==> src/rtl/ai_cmd_encoder_pkg.sv <==
// ---------------------------------------------------------------------------
// ai_cmd_encoder_pkg
//   Shared definitions for the UART move-request initiator: protocol
//   constants, frame/reply lengths and the FSM state encoding.
// ---------------------------------------------------------------------------
package ai_cmd_encoder_pkg;

   localparam logic [7:0] CMD_MOVE = 8'h01;   // first byte of every frame
   localparam int         TX_BYTES = 10;      // CMD + COLOR + 8 payload bytes
   localparam int         RX_BYTES = 8;       // reply length
   localparam int         CNT_W    = 4;       // width of tx/rx byte counters

   // Counter values seen while the last byte of a phase is being handled.
   localparam logic [CNT_W-1:0] TX_LAST = CNT_W'(TX_BYTES - 1);
   localparam logic [CNT_W-1:0] RX_LAST = CNT_W'(RX_BYTES - 1);

   typedef enum logic [2:0] {
      ST_IDLE      = 3'd0,
      ST_LOAD      = 3'd1,
      ST_WAIT_IDLE = 3'd2,
      ST_WAIT_ACK  = 3'd3,
      ST_RECV      = 3'd4,
      ST_FIN       = 3'd5
   } state_e;

   // States in which the link is expected to make progress, so the
   // inactivity counter runs.
   function automatic logic is_timed(state_e s);
      return (s == ST_WAIT_IDLE) || (s == ST_WAIT_ACK) || (s == ST_RECV);
   endfunction

endpackage

==> src/rtl/ai_cmd_timeout.sv <==
// ---------------------------------------------------------------------------
// ai_cmd_timeout
//   Inactivity counter with synchronous clear and a terminal-count flag.
//   The counter counts while en_i is high, saturates and never wraps.
//   tc_o flags the cycle in which the count would reach TIMEOUT_CYC-1, so
//   a registered reaction to it becomes visible TIMEOUT_CYC cycles after
//   the last clear.
// Ports
//   clk_i   clock
//   rst_ni  async active-low reset
//   clr_i   clear the count to 0 (wins over counting)
//   en_i    count enable
//   tc_o    terminal-count flag (combinational from count and enable)
// ---------------------------------------------------------------------------
module ai_cmd_timeout #(
   parameter int TIMEOUT_CYC = 27_000_000
) (
   input  logic clk_i,
   input  logic rst_ni,
   input  logic clr_i,
   input  logic en_i,
   output logic tc_o
);

   localparam int               CNT_W  = $clog2(TIMEOUT_CYC);
   localparam logic [CNT_W-1:0] TC_VAL = CNT_W'(TIMEOUT_CYC - 2);

   logic [CNT_W-1:0] cnt_q, cnt_d;

   assign tc_o = en_i && (cnt_q == TC_VAL);

   always_comb begin
      cnt_d = cnt_q;
      if (clr_i) begin
         cnt_d = '0;
      end else if (en_i && !tc_o) begin
         cnt_d = cnt_q + CNT_W'(1);
      end
   end

   always_ff @(posedge clk_i or negedge rst_ni) begin
      if (!rst_ni) begin
         cnt_q <= '0;
      end else begin
         cnt_q <= cnt_d;
      end
   end

endmodule

==> src/rtl/ai_cmd_encoder.sv <==
// ---------------------------------------------------------------------------
// ai_cmd_encoder
//   Host-side initiator of the board's UART command protocol. On an accepted
//   iSTART it frames {CMD_MOVE, iCOLOR, iDATA} (10 bytes, MSB first), hands
//   the bytes one at a time to the UART transmitter using a Start/Done
//   handshake, then collects an 8-byte reply (MSB byte first) into oDATA.
//   Any stall in the link longer than TIMEOUT_CYC cycles aborts the
//   transaction with a oTIMEOUT pulse.
// Ports
//   iCLK, iRST_n         clock, async active-low reset
//   iSTART               one-cycle request, only honoured while idle
//   iCOLOR, iDATA        frame contents, captured on the accepted iSTART
//   oBUSY                transaction in flight
//   oDONE, oTIMEOUT      one-cycle completion / abort pulses
//   oDATA                last complete reply
//   oTXD_DATA, oTXD_Start  byte and strobe toward the transmitter
//   iTXD_Done            transmitter idle
//   iRXD_DATA, iRXD_Ready  received byte and its strobe
// ---------------------------------------------------------------------------
module ai_cmd_encoder
   import ai_cmd_encoder_pkg::*;
#(
   parameter int TIMEOUT_CYC = 27_000_000
) (
   input  logic        iCLK,
   input  logic        iRST_n,
   input  logic        iSTART,
   input  logic [7:0]  iCOLOR,
   input  logic [63:0] iDATA,
   output logic        oBUSY,
   output logic        oDONE,
   output logic        oTIMEOUT,
   output logic [63:0] oDATA,
   output logic [7:0]  oTXD_DATA,
   output logic        oTXD_Start,
   input  logic        iTXD_Done,
   input  logic [7:0]  iRXD_DATA,
   input  logic        iRXD_Ready
);

   state_e            state_q,    state_d;
   logic [79:0]       tx_shift_q, tx_shift_d;
   logic [63:0]       rx_shift_q, rx_shift_d;
   logic [CNT_W-1:0]  tx_cnt_q,   tx_cnt_d;
   logic [CNT_W-1:0]  rx_cnt_q,   rx_cnt_d;
   logic              busy_q,     busy_d;
   logic              done_q,     done_d;
   logic              tout_q,     tout_d;
   logic [63:0]       data_q,     data_d;
   logic [7:0]        txd_data_q, txd_data_d;
   logic              txd_start_q, txd_start_d;

   logic              rx_take;
   logic              tmo_clr;
   logic              tmo_tc;

   // The inactivity window restarts whenever the FSM makes progress:
   // any state change or any reply byte accepted.
   assign tmo_clr = (state_d != state_q) || rx_take;

   ai_cmd_timeout #(
      .TIMEOUT_CYC (TIMEOUT_CYC)
   ) u_timeout (
      .clk_i  (iCLK),
      .rst_ni (iRST_n),
      .clr_i  (tmo_clr),
      .en_i   (is_timed(state_q)),
      .tc_o   (tmo_tc)
   );

   // NOTE: every signal written here gets a default first, so no path
   // leaves one unassigned and no latch is inferred.
   always_comb begin
      state_d     = state_q;
      tx_shift_d  = tx_shift_q;
      rx_shift_d  = rx_shift_q;
      tx_cnt_d    = tx_cnt_q;
      rx_cnt_d    = rx_cnt_q;
      busy_d      = busy_q;
      done_d      = 1'b0;
      tout_d      = 1'b0;
      data_d      = data_q;
      txd_data_d  = txd_data_q;
      txd_start_d = 1'b0;
      rx_take     = 1'b0;

      case (state_q)
         ST_IDLE: begin
            if (iSTART) begin
               tx_shift_d = {CMD_MOVE, iCOLOR, iDATA};
               tx_cnt_d   = '0;
               busy_d     = 1'b1;
               state_d    = ST_LOAD;
            end
         end

         ST_LOAD: begin
            state_d = ST_WAIT_IDLE;
         end

         ST_WAIT_IDLE: begin
            if (tmo_tc) begin
               tout_d  = 1'b1;
               busy_d  = 1'b0;
               state_d = ST_IDLE;
            end else if (iTXD_Done) begin
               txd_data_d  = tx_shift_q[79:72];
               txd_start_d = 1'b1;
               state_d     = ST_WAIT_ACK;
            end
         end

         // The transmitter drops Done once it has taken the byte; only then
         // is the next byte presented, so Start never hits a busy transmitter.
         ST_WAIT_ACK: begin
            if (tmo_tc) begin
               tout_d  = 1'b1;
               busy_d  = 1'b0;
               state_d = ST_IDLE;
            end else if (!iTXD_Done) begin
               tx_shift_d = {tx_shift_q[71:0], 8'h00};
               tx_cnt_d   = tx_cnt_q + CNT_W'(1);
               if (tx_cnt_q == TX_LAST) begin
                  rx_cnt_d = '0;
                  state_d  = ST_RECV;
               end else begin
                  state_d  = ST_WAIT_IDLE;
               end
            end
         end

         // Timeout is tested first so it wins over a byte arriving in the
         // same cycle. The completing byte loads oDATA and raises oDONE on
         // the same edge, so oDONE trails the last strobe by one cycle.
         ST_RECV: begin
            if (tmo_tc) begin
               tout_d  = 1'b1;
               busy_d  = 1'b0;
               state_d = ST_IDLE;
            end else if (iRXD_Ready) begin
               rx_take    = 1'b1;
               rx_shift_d = {rx_shift_q[55:0], iRXD_DATA};
               rx_cnt_d   = rx_cnt_q + CNT_W'(1);
               if (rx_cnt_q == RX_LAST) begin
                  data_d  = {rx_shift_q[55:0], iRXD_DATA};
                  done_d  = 1'b1;
                  busy_d  = 1'b0;
                  state_d = ST_FIN;
               end
            end
         end

         // One dead cycle alongside the oDONE pulse; iSTART is not sampled.
         ST_FIN: begin
            state_d = ST_IDLE;
         end

         default: begin
            state_d = ST_IDLE;
         end
      endcase
   end

   // NOTE: sequential state uses non-blocking assignments so every register
   // samples the pre-edge values regardless of statement order.
   always_ff @(posedge iCLK or negedge iRST_n) begin
      if (!iRST_n) begin
         state_q     <= ST_IDLE;
         tx_shift_q  <= '0;
         rx_shift_q  <= '0;
         tx_cnt_q    <= '0;
         rx_cnt_q    <= '0;
         busy_q      <= 1'b0;
         done_q      <= 1'b0;
         tout_q      <= 1'b0;
         data_q      <= '0;
         txd_data_q  <= '0;
         txd_start_q <= 1'b0;
      end else begin
         state_q     <= state_d;
         tx_shift_q  <= tx_shift_d;
         rx_shift_q  <= rx_shift_d;
         tx_cnt_q    <= tx_cnt_d;
         rx_cnt_q    <= rx_cnt_d;
         busy_q      <= busy_d;
         done_q      <= done_d;
         tout_q      <= tout_d;
         data_q      <= data_d;
         txd_data_q  <= txd_data_d;
         txd_start_q <= txd_start_d;
      end
   end

   assign oBUSY      = busy_q;
   assign oDONE      = done_q;
   assign oTIMEOUT   = tout_q;
   assign oDATA      = data_q;
   assign oTXD_DATA  = txd_data_q;
   assign oTXD_Start = txd_start_q;

endmodule

==> config.mk <==
export PLATFORM = sky130hd
export DESIGN_NAME = ai_cmd_encoder
export DESIGN_NICKNAME = d
export VERILOG_FILES = /design/src/rtl/ai_cmd_encoder_pkg.sv /design/src/rtl/ai_cmd_timeout.sv /design/src/rtl/ai_cmd_encoder.sv
export SDC_FILE = /design/constraint.sdc
export NUM_CORES = 1
export LEC_CHECK = 0
export BUFFER_PORTS_ARGS = -buffer_cell sky130_fd_sc_hd__buf_4
export CORE_UTILIZATION = 57
export DETAILED_ROUTE_END_ITERATION = 8
export PLACE_DENSITY = 0.82
export SLEW_MARGIN = 20
export SYNTH_ARGS = -nofsm -noshare
export SYNTH_HDL_FRONTEND = slang
export SYNTH_SLANG_ARGS = --single-unit
export TNS_END_PERCENT = 5
==> constraint.sdc <==
create_clock -name iCLK -period 4 [get_ports iCLK]
set_clock_uncertainty 0.05 [all_clocks]
set_input_delay 0.8 -clock iCLK [delete_from_list [all_inputs] [get_ports iCLK]]
set_output_delay 0.8 -clock iCLK [all_outputs]
set_load 0.05 [all_outputs]
==> reports/metrics.yaml, run 1 <==
timing:
  fin_crit_ns: 2.98
  worst_slew_pin_slew_ns: 0.873
  final.period_utilization: 0.745
  grt_setup_unrepaired: "no"
  slew_headroom: 0.415
  setup_viol: 0
  max_freq_mhz: 336
  hold_viol_final: 0
  totalNegativeSetupSlack_ns: 0
  slew_violations: 0
synthesis:
  netlist_instances: 906
  synth-edff-count: 0
  ys_ff_latch: 248
  syn-cell-area_um2: 10400
  synthMuxAreaShare: 0.139
  synthFlopType: "dfrtp_1"
  async_reset_ff_frac: 1.00
  syn-num-nets: 996
  synth_compound_area_frac: 0.0682
  yosys_warnings: 0
  postSynthAreaPerCell_um2: 11.4
  synthXorXnorAreaFrac: 0.0194
  synth_top_family_by_area: "simple AND/OR/NAND/NOR gates"
  synth.distinct_cells: 44
  yosysSeqAreaShare: 0.599
  synthSimpleGateAreaFrac: 0.140
  synthAdderAreaFrac: 0.00604
floorplanning:
  rows: 48
  die-area_um2: 18700
  start_util: 0.591
  die_x_um: 137
  core_um2: 17500
  io_pins: 161
  fp.dieH_um: 137
final_layout:
  final_area_um2: 12500
  synthToLayoutAreaGrowth_pct: 20.9
  n_antenna_cell: 0
  utilization: 0.714
  stdcell_count: 1293
  drive_gt1_frac: 0.328
  final_nets: 1141
detailed_routing:
  met1Wirelength_um: 9560
  wl_met3_um: 969
  routed_wl_um: 21800
  drc: 0
  wl_met2_um: 10600
  viasPerCell: 5.55
  top_layer: "met4"
  antenna_left: 0
  drt_iter0_markers: 466
  wl_per_cell_um: 16.9
  first_pass_iters: 5
  vias: 7172
cts:
  cts.sinks: 248
  cts_setup_buffers: 0
  path_clk_slew_ns: 0.06
  clock_path_buffers: 3
  numCtsBuffers: 25
  cts_hold_buf: 0
  post_cts_resized: 0
  clk_latency_ns: 0.51
  cts_tree: "done"
  clockRootBuffer: "clkbuf_16"
  cts-htree-levels: 1
power:
  ir_worst_vdd_uv: 353
  p_per_area_nw_per_um2: 467
  leakagePower_nw: 6.25
  power_w: 0.00586
worst_setup_path:
  path_depth: 6
  critPathCaptureType: "register"
  worstSetupPathType: "register to register"
  cp_num_buf_inv: 1
  cpMaxStageDelayCell: "or4b_4"
  regToRegSetupSlack_ns: 1.02
  critPathTopFamily: "simple AND/OR/NAND/NOR gates"
  reg2reg_depth: 6
  slowest_delay_ns: 0.57
  cp-start-kind: "register"
  required_ns: 4.34
  path_cells: "or4b_4 > nor4_4 > nand2_1 > nand3_2 > buf_12 > mux2_2"
  arrival_ns: 3.32
  cp_max_fo: 32
run_status:
  status: "finished, final reports clean"
place:
  gp_congestion: 0.848
  portBuffers: 160
  dpl_cell_area_um2: 11700
  hpwl_um: 14200
  dp_cells: 1249
grt:
  grtUsageTotal: 0.240
  grt_pass1_vias: 7088
  antenna_found_initial: 0
  grt_max_degree: 103
  grt_pass1_wl_um: 35500
  grt-ovfl-total: 0
flow_run:
  maxCapViolCount: 0
hold_path:
  hp-class: "input pin to asynchronous set/reset pin"
[kinds of logic after synthesis]
| logic type | count (synthesis) |
|---|---|
| xor gates and xnor gates | 23 |
| AOI/OAI and AO/OA | 109 |
| DFF | 248 |
| buffers and inverters | 57 |
| adders and majority gates | 5 |
| and+or+nand+nor | 336 |
| muxes | 128 |
[area by class of cell]
| class | instances | area, µm² |
|---|---|---|
| Clock buffer | 40 | 782 |
| Clock inverter | 4 | 45.0 |
| Fill cell | 1203 | 5010 |
| Inverter | 4 | 15.0 |
| Multi-Input combinational cell | 601 | 3880 |
| Sequential cell | 248 | 6210 |
| Tap cell | 225 | 282 |
| Timing Repair Buffer | 171 | 1320 |
[cells in the final DEF (no fill, tap or decap), types with 2 or more instances in the layout]
master     instances
nand4b_1           2
mux2_2           128
a21o_1             2
xor2_1            21
clkbuf_1           5
dfrtp_1          248
clkbuf_16         25
a31oi_1           64
inv_1              4
buf_12             2
nand3b_1           2
nor2_1            97
or3_1              3
nand3_1           21
clkbuf_8          10
clkinv_2           3
o21ai_0           14
nand4_1            7
and4_1             4
nand3_2            2
nand2_1          171
buf_4            168
nor3_1             6
xnor2_1            2
a211oi_1           2
nor2b_1            3
nor3b_1            2
nor3_2             2
a21oi_1           11
and3_1             7
a22o_1             8
ha_1               5
[metrics by stage]
step | hold WS [ns] | setup WS [ns]
floorplan | 0.383 | 1.48
global placement | 0.397 | 1.08
detailed placement | 0.411 | 1.02
CTS | 0.299 | 1.02
global route | 0.327 | 0.812
finish | 0.248 | 1.02
[metal layers]
layer,vias up,global-route usage
met3,48,0.0344
met5,-,0
met4,0,0.0757
met2,198,0.393
li1,3401,-
met1,3525,0.333
[where the power goes]
group          leakage [nW]  total [W]  switching [W]  internal (W)
registers              3.25    0.00281       0.000119       0.00269
clock network         0.412    0.00232       0.000927       0.00139
logic                  2.59   0.000731       0.000465      0.000267
[registers in the layout (all words and copies together), names as in the netlist]
signal / flops
oBUSY: 1
tx_cnt_q: 4
oDONE: 1
oTXD_Start: 1
state_q: 3
rx_shift_q: 56
tx_shift_q: 80
u_timeout.cnt_q: 25
oTIMEOUT: 1
oDATA: 64
rx_cnt_q: 4
oTXD_DATA: 8
[Yosys cell counts (all sizes together) (3+ instances only)]
cell | count | area share
a22o | 9 | 0.0085
nor3 | 8 | 0.0043
a31oi | 64 | 0.039
nor2 | 98 | 0.036
o21ai | 14 | 0.0068
nand2 | 171 | 0.062
and4 | 4 | 0.0034
nand4 | 7 | 0.0042
nor2b | 3 | 0.0018
ha | 5 | 0.0060
or3 | 3 | 0.0018
buf | 24 | 0.017
mux2 | 128 | 0.14
inv | 4 | 0.0014
nand3 | 23 | 0.012
clkbuf | 29 | 0.011
and3 | 7 | 0.0042
dfrtp | 248 | 0.60
xor2 | 21 | 0.018
a21oi | 12 | 0.0062
[worst register-to-register path, delay by kind of cell (launching register included)]
kind	cells	cell delay, ns
muxes	1	0.38
buffers and inverters	1	0.30
and+or+nand+nor	4	1.71
DFF	1	0.43
[worst paths after layout]
kind                             endpoint          startpoint
max in group asynchronous  rx_shift_q[10]              iRST_n
hold / removal             tx_shift_q[31]              iRST_n
hold reg to reg            tx_shift_q[76]      tx_shift_q[76]
min in group iCLK          tx_shift_q[76]      tx_shift_q[76]
setup / recovery           rx_shift_q[52]  u_timeout.cnt_q[8]
setup reg to reg           rx_shift_q[52]  u_timeout.cnt_q[8]
Note: power is estimated with default switching activity, not from simulation.
==> run 2: changes to the inputs <==
clock period = 2.9 ns   (was 4 ns; I/O delays follow)
==> reports/metrics.yaml, run 2 (synthesis gave the netlist of run 1 again) <==
place:
  gp_congestion: 0.817  # -3.6%
  dp_worst_setup_slack_ns: 0.287  # -0.730 ns
  portBuffers: 160  # unchanged
  dp_cells: 1256  # +0.56%
  hpwl_um: 14400  # +1.7%
cts:
  clock_path_buffers: 3  # unchanged
  cts_tree: "done"
  cts_setup_buffers: 0  # unchanged
  path_clk_slew_ns: 0.06  # about the same
  cts.sinks: 248  # unchanged
  cts-htree-levels: 1  # unchanged
  clk_latency_ns: 0.50  # about the same
  clockRootBuffer: "clkbuf_16"
  numCtsBuffers: 24  # -4.0%
final_layout:
  n_antenna_cell: 0  # unchanged
  stdcell_count: 1300  # +0.54%
  layout_commonest_cell: "dfrtp_1"
  utilization: 0.723  # +0.00828
  drive_gt1_frac: 0.331  # +0.00345
  final_cell_mix: "dfrtp_1, nand2_1, buf_4, mux2_2, nor2_1"
  final_nets: 1148  # +0.61%
  synthToLayoutAreaGrowth_pct: 22.3
  regMostFlops: "tx_shift_q"
  largest_register_ffs: 80  # unchanged
power:
  p_per_area_nw_per_um2: 646  # +38%
  leakagePower_nw: 6.31  # +1.0%
  ir_worst_vdd_uv: 438  # +24%
floorplanning:
  die-area_um2: 18700  # unchanged
  fp.dieH_um: 137  # unchanged
  core_um2: 17500  # unchanged
  start_util: 0.591  # unchanged
  rows: 48  # unchanged
  die_x_um: 137  # unchanged
  io_pins: 161  # unchanged
grt:
  grtUsageMet3: 0.0370  # +0.00259
  grt_use_met2: 0.408  # +0.0155
  grt_max_degree: 80  # -22%
  met1_usage: 0.333  # about the same
  grt_pass1_wl_um: 36200  # +2.2%
  grt-busiest-layer: "met2"
  antenna_found_initial: 0  # unchanged
  grt-ovfl-total: 0  # unchanged
  grtUsageTotal: 0.246  # +0.00542
  grt_pass1_vias: 7196  # +1.5%
run_status:
  status: "finished, final reports clean"
worst_setup_path:
  critPathTopFamily: "simple AND/OR/NAND/NOR gates"
  path_depth: 6  # unchanged
  cp-start-kind: "register"
  path_cells: "or4b_4 > nor4_4 > nand2_1 > nand3_2 > buf_12 > mux2_2"
  critPathCaptureType: "register"
  cp_max_fo: 58  # +81%
  cpMaxStageDelayCell: "or4b_4"
  reg2reg_depth: 6  # unchanged
  slowest_delay_ns: 0.57  # about the same
  worstSetupPathType: "register to register"
  required_ns: 3.23  # -1.11 ns
  cp_num_buf_inv: 1  # unchanged
  arrival_ns: 2.96  # -0.36 ns
detailed_routing:
  wl_per_cell_um: 17.0  # +0.96%
  drt_iter0_markers: 471  # +1.1%
  drc: 0  # unchanged
  routed_wl_um: 22100  # +1.5%
  antenna_left: 0  # unchanged
  viasPerCell: 5.64  # +1.7%
  first_pass_iters: 5  # unchanged
  vias: 7337  # +2.3%
hold_path:
  hp-class: "input pin to register"
  min_path_cells: 2
timing:
  worst_slack_ns: 0.271  # -0.750 ns
  grt_setup_unrepaired: "no"
  hold_viol_final: 0  # unchanged
  slew_headroom: 0.419  # +0.00414
  setup_viol: 0  # unchanged
  fin_crit_ns: 2.63  # -0.350 ns
  totalNegativeSetupSlack_ns: 0  # unchanged
  worst_slew_pin_slew_ns: 0.866  # -0.00617 ns
  final.period_utilization: 0.907  # +0.162
  slew_violations: 0  # unchanged
  max_freq_mhz: 380  # +13%
flow_run:
  maxCapViolCount: 0  # unchanged
-- run 2: cell count changes in the layout (fill, tap and decap cells not counted), sizes merged --
cell / change
buf: +7
bufinv: +1
clkinv: -2
dlygate4sd3: +1
-- run 2: layout make-up --
| cell class | instances | area, µm² |
|---|---|---|
| sequential | 248 | 6210 |
| fill | 1212 | 4860 |
| multi-input combinational | 601 | 3880 |
| timing repair buffer | 179 | 1440 |
| clock buffer | 40 | 782 |
| tap | 225 | 282 |
| clock inverter | 3 | 65.1 |
| inverter | 4 | 15.0 |
-- run 2: through the flow --
| stage | power [W] | area, µm² | hold WS (ns) |
|---|---|---|---|
| 6_report | 0.00818 | 12700 | 0.247 |
| 4_1_cts | 0.00825 | 12700 | 0.228 |
| 5_1_grt | 0.00852 | 12700 | 0.233 |
| 3_3_place_gp | 0.00493 | 11800 | 0.394 |
| 3_5_place_dp | 0.00497 | 11800 | 0.402 |
| 2_1_floorplan | 0.00455 | 10400 | 0.234 |
-- run 2: repair_timing --
| action | CTS | global route |
|---|---|---|
| hold buffers | 1 | 0 |
| endpoints found under the setup margin | 0 | 0 |
| endpoints found under the hold margin | 41 | 0 |
| gates resized for setup | 0 | 0 |
-- run 2: worst reg2reg max path: cells and delay by family (launching register included) --
| kind | cells | cell delay (ns) |
|---|---|---|
| simple gates | 4 | 1.31 |
| flops | 1 | 0.43 |
| mux | 1 | 0.42 |
| buf+inv | 1 | 0.30 |
-- run 2: worst paths after layout --
path | startpoint | endpoint | slack, ns
max | u_timeout.cnt_q[8] | rx_shift_q[1] | 0.27
min in group asynchronous | iRST_n | tx_shift_q[25] | 0.50
min | iDATA[2] | tx_shift_q[2] | 0.25
max reg2reg | u_timeout.cnt_q[8] | rx_shift_q[1] | 0.27
min reg2reg | tx_shift_q[75] | tx_shift_q[75] | 0.43
max in group asynchronous | iRST_n | rx_shift_q[39] | 1.48
-- run 2: power breakdown --
group / total (W) / switching, W / internal (W)
registers: 0.00387 / 0.000166 / 0.00370
clock network: 0.00326 / 0.00125 / 0.00201
logic: 0.00105 / 0.000659 / 0.000394
-- run 2: routing by layer --
metal / part of all wire / vias up
met5: 0 / -
met4: 0.033 / 0
met3: 0.049 / 45
met2: 0.49 / 208
met1: 0.42 / 3671
li1: - / 3413
